--- src/rtl/fifo_pkg.sv ---
// Shared FIFO definitions: read-mode enumeration and address-width helper.
package fifo_pkg;

   // Read-mode selector shared by the FIFO family.
   typedef enum logic {
      FIFO_STD  = 1'b0,
      FIFO_FWFT = 1'b1
   } fifo_mode_e;

   // Address width for a given depth; never narrower than one bit.
   function automatic int fifo_addr_w(input int depth);
      return (depth > 1) ? $clog2(depth) : 1;
   endfunction

endpackage : fifo_pkg

--- src/rtl/fifo_mem_2p.sv ---
// Simple dual-port storage: synchronous write, asynchronous read.
// Kept separate so the array can be replaced by a vendor RAM macro.
module fifo_mem_2p
   import fifo_pkg::*;
#(
   parameter int DATA_WIDTH = 8,
   parameter int DEPTH      = 32,
   localparam int ADDR_W    = fifo_addr_w(DEPTH)
) (
   input  logic                  clk,
   input  logic                  wr_en_i,
   input  logic [ADDR_W-1:0]     wr_addr_i,
   input  logic [DATA_WIDTH-1:0] wr_data_i,
   input  logic [ADDR_W-1:0]     rd_addr_i,
   output logic [DATA_WIDTH-1:0] rd_data_o
);

   logic [DATA_WIDTH-1:0] mem_q [DEPTH];

   // Store the incoming word on an accepted write; contents are never cleared.
   always_ff @(posedge clk) begin
      if (wr_en_i) begin
         mem_q[wr_addr_i] <= wr_data_i;
      end
   end

   assign rd_data_o = mem_q[rd_addr_i];

endmodule : fifo_mem_2p

--- src/rtl/sync_fifo_param.sv ---
// Parametrised single-clock FIFO with occupancy count, threshold flags,
// sticky error flags and a selectable registered / first-word-fall-through read.
module sync_fifo_param
   import fifo_pkg::*;
#(
   parameter int DATA_WIDTH = 8,
   parameter int DEPTH      = 32,
   parameter int AF_THRESH  = DEPTH - 4,
   parameter int AE_THRESH  = 4,
   parameter int FWFT       = 0
) (
   input  logic                    clk,
   input  logic                    rst,
   input  logic                    wr_en,
   input  logic [DATA_WIDTH-1:0]   wr_data,
   input  logic                    rd_en,
   output logic [DATA_WIDTH-1:0]   rd_data,
   output logic                    rd_valid,
   output logic                    full,
   output logic                    empty,
   output logic                    almost_full,
   output logic                    almost_empty,
   output logic [$clog2(DEPTH):0]  count,
   output logic                    overflow,
   output logic                    underflow
);

   localparam int         ADDR_W = fifo_addr_w(DEPTH);
   localparam int         CNT_W  = ADDR_W + 1;
   localparam fifo_mode_e MODE   = (FWFT != 0) ? FIFO_FWFT : FIFO_STD;

   // Reject illegal configurations while elaborating.
   if ((DEPTH < 2) || ((DEPTH & (DEPTH - 1)) != 0)) begin : g_bad_depth
      $error("sync_fifo_param: DEPTH (%0d) must be a power of two >= 2", DEPTH);
   end
   if ((AF_THRESH < 1) || (AF_THRESH > DEPTH)) begin : g_bad_af
      $error("sync_fifo_param: AF_THRESH (%0d) must be in 1..DEPTH", AF_THRESH);
   end
   if ((AE_THRESH < 0) || (AE_THRESH > DEPTH - 1)) begin : g_bad_ae
      $error("sync_fifo_param: AE_THRESH (%0d) must be in 0..DEPTH-1", AE_THRESH);
   end

   logic [ADDR_W:0]       wr_ptr_q, wr_ptr_d;
   logic [ADDR_W:0]       rd_ptr_q, rd_ptr_d;
   logic [CNT_W-1:0]      count_q, count_d;
   logic                  overflow_q, overflow_d;
   logic                  underflow_q, underflow_d;
   logic                  wr_ok, rd_ok;
   logic [DATA_WIDTH-1:0] mem_rdata;

   // Flags come purely from registered state, so no request-to-flag path exists.
   assign empty        = (wr_ptr_q == rd_ptr_q);
   assign full         = (wr_ptr_q[ADDR_W-1:0] == rd_ptr_q[ADDR_W-1:0]) &&
                         (wr_ptr_q[ADDR_W] != rd_ptr_q[ADDR_W]);
   assign almost_full  = (count_q >= CNT_W'(AF_THRESH));
   assign almost_empty = (count_q <= CNT_W'(AE_THRESH));
   assign count        = count_q;
   assign overflow     = overflow_q;
   assign underflow    = underflow_q;

   // Each request is judged against the current flags only.
   assign wr_ok = wr_en && !full;
   assign rd_ok = rd_en && !empty;

   fifo_mem_2p #(
      .DATA_WIDTH (DATA_WIDTH),
      .DEPTH      (DEPTH)
   ) u_mem (
      .clk        (clk),
      .wr_en_i    (wr_ok),
      .wr_addr_i  (wr_ptr_q[ADDR_W-1:0]),
      .wr_data_i  (wr_data),
      .rd_addr_i  (rd_ptr_q[ADDR_W-1:0]),
      .rd_data_o  (mem_rdata)
   );

   // Next-state for pointers, occupancy and sticky error flags.
   always_comb begin
      wr_ptr_d    = wr_ptr_q;
      rd_ptr_d    = rd_ptr_q;
      count_d     = count_q;
      overflow_d  = overflow_q  | (wr_en && full);
      underflow_d = underflow_q | (rd_en && empty);
      if (wr_ok) begin
         wr_ptr_d = wr_ptr_q + (ADDR_W + 1)'(1);
      end
      if (rd_ok) begin
         rd_ptr_d = rd_ptr_q + (ADDR_W + 1)'(1);
      end
      case ({wr_ok, rd_ok})
         2'b10:   count_d = count_q + CNT_W'(1);
         2'b01:   count_d = count_q - CNT_W'(1);
         default: count_d = count_q;
      endcase
   end

   // State register; reset empties the FIFO and clears the error flags.
   always_ff @(posedge clk) begin
      if (rst) begin
         wr_ptr_q    <= '0;
         rd_ptr_q    <= '0;
         count_q     <= '0;
         overflow_q  <= 1'b0;
         underflow_q <= 1'b0;
      end else begin
         wr_ptr_q    <= wr_ptr_d;
         rd_ptr_q    <= rd_ptr_d;
         count_q     <= count_d;
         overflow_q  <= overflow_d;
         underflow_q <= underflow_d;
      end
   end

   if (MODE == FIFO_FWFT) begin : g_fwft
      // Head word is presented directly; zero while empty so rd_data is never X.
      assign rd_data  = empty ? '0 : mem_rdata;
      assign rd_valid = !empty;
   end else begin : g_std
      logic [DATA_WIDTH-1:0] rd_data_q, rd_data_d;
      logic                  rd_valid_q, rd_valid_d;

      // Capture the head on an accepted read; otherwise hold the last word.
      always_comb begin
         rd_data_d  = rd_data_q;
         rd_valid_d = rd_ok;
         if (rd_ok) begin
            rd_data_d = mem_rdata;
         end
      end

      // Output register; reset drops any pending read result.
      always_ff @(posedge clk) begin
         if (rst) begin
            rd_data_q  <= '0;
            rd_valid_q <= 1'b0;
         end else begin
            rd_data_q  <= rd_data_d;
            rd_valid_q <= rd_valid_d;
         end
      end

      assign rd_data  = rd_data_q;
      assign rd_valid = rd_valid_q;
   end

endmodule : sync_fifo_param
--- config.mk ---
export PLATFORM = sky130hd
export DESIGN_NAME = sync_fifo_param
export DESIGN_NICKNAME = d
export VERILOG_FILES = /design/src/rtl/fifo_pkg.sv /design/src/rtl/fifo_mem_2p.sv /design/src/rtl/sync_fifo_param.sv
export SDC_FILE = /design/constraint.sdc
export NUM_CORES = 1
export LEC_CHECK = 0
export BUFFER_PORTS_ARGS = -buffer_cell sky130_fd_sc_hd__buf_2
export CORE_ASPECT_RATIO = 1.4
export CORE_MARGIN = 4
export CORE_UTILIZATION = 56
export DETAILED_ROUTE_END_ITERATION = 16
export HOLD_SLACK_MARGIN = 0.1
export PLACE_DENSITY = 0.76
export SLEW_MARGIN = 20
export SYNTH_ARGS = -nofsm -noshare
export SYNTH_HDL_FRONTEND = slang
export SYNTH_SLANG_ARGS = --single-unit
--- constraint.sdc ---
create_clock -name clk -period 3 [get_ports clk]
set_input_delay 0.3 -clock clk [delete_from_list [all_inputs] [get_ports clk]]
set_output_delay 0.3 -clock clk [all_outputs]
set_load 0.005 [all_outputs]
==> out/metrics.csv <==
stage,metric,value,unit
floorplan,Chip Width,129,µm
placement,Detail Placement HPWL,14.6,mm
route,DR vias,5877,
clocking,CTS Sinks,285,
route,antenna-violating nets left,0,
clocking,CTS buffer count,25,
clocking,root buf cell,clkbuf_16,
timing,final setup TNS,0,ns
placement,DP Area,11800,µm²
flow_run,max-cap violations,0,
yosys,Synth top area share,0.674,
floorplan,core area,19900,µm²
grt,GRT Resource Usage Total,0.206,
route,DRT iter0 DRCs,644,
cells_and_area,Diodes inserted,0,
timing,Final WS setup,0.229,ns
cells_and_area,# nets final,688,
hold_path,Hold Path Class,primary input to flop,
floorplan,Row Count,61,
yosys,synthesized instance count,629,
cells_and_area,fill count,1362,
power_and_ir_drop,pwr dens,681,nW/µm²
route,post-detailed-route via-to-cell ratio,6.30,
yosys,#FFs+latches synth,285,
critical_path,WP data arrival,3.15,ns
clocking,H-tree levels,1,
grt,vias in the first global route,6160,
timing,period utilization,0.924,
critical_path,Setup CP Type,flop to flop,
critical_path,crit path launch type,flop,
clocking,Clock transition at path regs,0.06,ns
route,drt pass-1 iters,5,
cells_and_area,area of the multi-input gates,2940,µm²
clocking,CTS tree,built,
timing,Setup Skew,0.0123,ns
cells_and_area,FF/Latch Area,8270,µm²
yosys,Post-synth EDFFs,256,
yosys,most frequent cell after synthesis,edfxtp_1,
hold_path,worst hold stages,3,
clocking,worst skew pair latency,0.51,ns
floorplan,io pins,33,
yosys,ys async rst share,0,
critical_path,type of element capturing the critical path,flop,
yosys,yosys warns,0,
yosys,"area leader, netlist",edfxtp_1,
floorplan,initial cell density of the core,0.573,
floorplan,Die ar.,22800,µm²
yosys,synthesized area,11400,µm²
cells_and_area,Util after Layout,0.630,
route,Total Wirelength,22.5,mm
critical_path,highest net fanout along the worst path,10,
timing,unrepaired setup endpoints after global routing,false,
timing,fin crit period,2.77,ns
cells_and_area,share of layout cells above drive strength 1,0.210,
timing,Slew Limit Fails,0,
grt,total gr overflow,0,
placement,port buffer count,32,
route,# DRC,0,
yosys,synth top area cells,"edfxtp_1 67%, mux4_2 9.7%, dfxtp_1 5.1%, mux2i_1 3.8%, nor2_1 1.7%",
timing,Fin. Hold Viols,0,
timing,relative slew slack,0.421,
yosys,Synth cell types,44,
placement,routability cong.,0.834,
power_and_ir_drop,Peak VDD IR,0.475,mV
yosys,synth cell count leaders,"256 x edfxtp_1, 51 x nor2_1, 49 x mux4_2",
yosys,ys flop type,edfxtp_1,
critical_path,max incr delay on CP,0.48,ns
critical_path,"Max stage delay cell, worst path",dfxtp_1,
cells_and_area,Post-Layout Inst Area,12600,µm²
timing,"Setup violations, final",0,
timing,worst slew pin tran,0.865,ns
yosys,sequential area share after synthesis,0.725,
route,post-detailed-route wirelength per cell,24.1,µm
cells_and_area,Layout area overhead,10.0,%
critical_path,worst-path cell chain,xnor2_1 > nand3_2 > o31ai_2 > inv_1 > ha_4 > ha_1 > nor4b_1 > a311oi_1 > a31o_2 > a21oi_1,
yosys,"Avg Cell Area, Syn",18.1,µm²
clocking,clk buf depth,3,
outcome,outcome,"finished, final reports clean",
critical_path,CP required,3.38,ns
timing,Max Clock Freq,361,MHz
grt,largest net degree at the start of global routing,83,
grt,initial antenna violation count,0,
grt,first-pass GRT wire length,35.6,mm
power_and_ir_drop,leakage,0.00397,µW
critical_path,Reg2Reg Depth,10,
floorplan,DIE HEIGHT,177,µm
placement,pre-CTS WS,0.164,ns
yosys,Post-Syn Nets,652,
placed cells by master (no fill, tap or decap), types with 10 or more instances in the layout:
cell	netlist	layout
o21ai_0	13	13
nand2_1	13	13
o221ai_1	15	15
dfxtp_1	29	26
edfxtp_1	256	256
nor2_1	51	51
mux2i_1	43	43
clkbuf_16	0	25
mux4_2	49	49
buf_4	10	10
xnor2_1	10	10
a21oi_1	26	26
buf_2	9	32
report_power, final:
part / switching, µW / internal (µW)
Sequential: 62.8 / 4400
Clock: 1310 / 1610
Combinational: 627 / 533
Total: 2000 / 6540
state kept, by name, summed over array words and instances, names as in the netlist:
| signal | cells |
|---|---|
| wr_ptr_q | 6 |
| count | 6 |
| u_mem.mem_q | 256 |
| rd_valid | 1 |
| rd_ptr_q | 6 |
| overflow | 1 |
| underflow | 1 |
| rd_data | 8 |
critical path: cells and delay by family (launching register included):
kind	cells	cell delay [ns]
AOI/OAI and AO/OA	4	1.02
xor gates and xnor gates	1	0.17
adders and majority gates	2	0.57
buffers and inverters	1	0.11
DFF	1	0.48
and+or+nand+nor	2	0.28
cell families (layout without fill, tap and decap cells):
family	after synthesis	in the layout	synth area share
and+or+nand+nor	100	100	0.0431
muxes	92	92	0.134
adders and majority gates	11	11	0.0127
xor gates and xnor gates	16	16	0.0123
DFF	285	285	0.725
buffers and inverters	42	94	0.0189
AOI/OAI and AO/OA	83	83	0.0540
metrics by stage:
stage | hold slack [ns] | cells | power (µW)
6_report | 0.175 | 933 | 8540
5_1_grt | 0.204 | 933 | 8890
4_1_cts | 0.165 | 933 | 8590
3_5_place_dp | 0.460 | 889 | 5700
3_3_place_gp | 0.450 | 889 | 5650
2_1_floorplan | 0.399 | 629 | 5380
routing by layer:
layer / wire length (µm) / GRT usage / share of wire / vias to the layer above
met3: 1330 / 0.0311 / 0.059 / 43
met5: 0 / 0 / 0 / -
met1: 8480 / 0.264 / 0.38 / 3021
met4: 623 / 0.0630 / 0.028 / 0
met2: 12100 / 0.363 / 0.54 / 217
li1: - / - / - / 2596
timing repair:
item                                   CTS  global route
hold buffers                             1             0
setup endpoints to repair                0             2
setup buffers                            0             0
resized for setup                        0             3
endpoints found under the hold margin    1             0
area by class of cell:
cell class / count / area share
clock buffer: 30 / 0.0513
multi-input combinational: 302 / 0.234
sequential: 285 / 0.659
inverter: 7 / 0.00209
timing repair buffer: 44 / 0.0211
clock inverter: 13 / 0.00718
tap: 252 / 0.0251
path summary, 6_finish.rpt:
kind,from,to,slack (ns)
worst max-delay path,wr_ptr_q[4],count[5],0.23
worst min register to register,overflow,overflow,0.49
worst min-delay path,wr_en,overflow,0.18
worst max register to register,wr_ptr_q[4],count[5],0.23
Note: power is estimated with default switching activity, not from simulation.
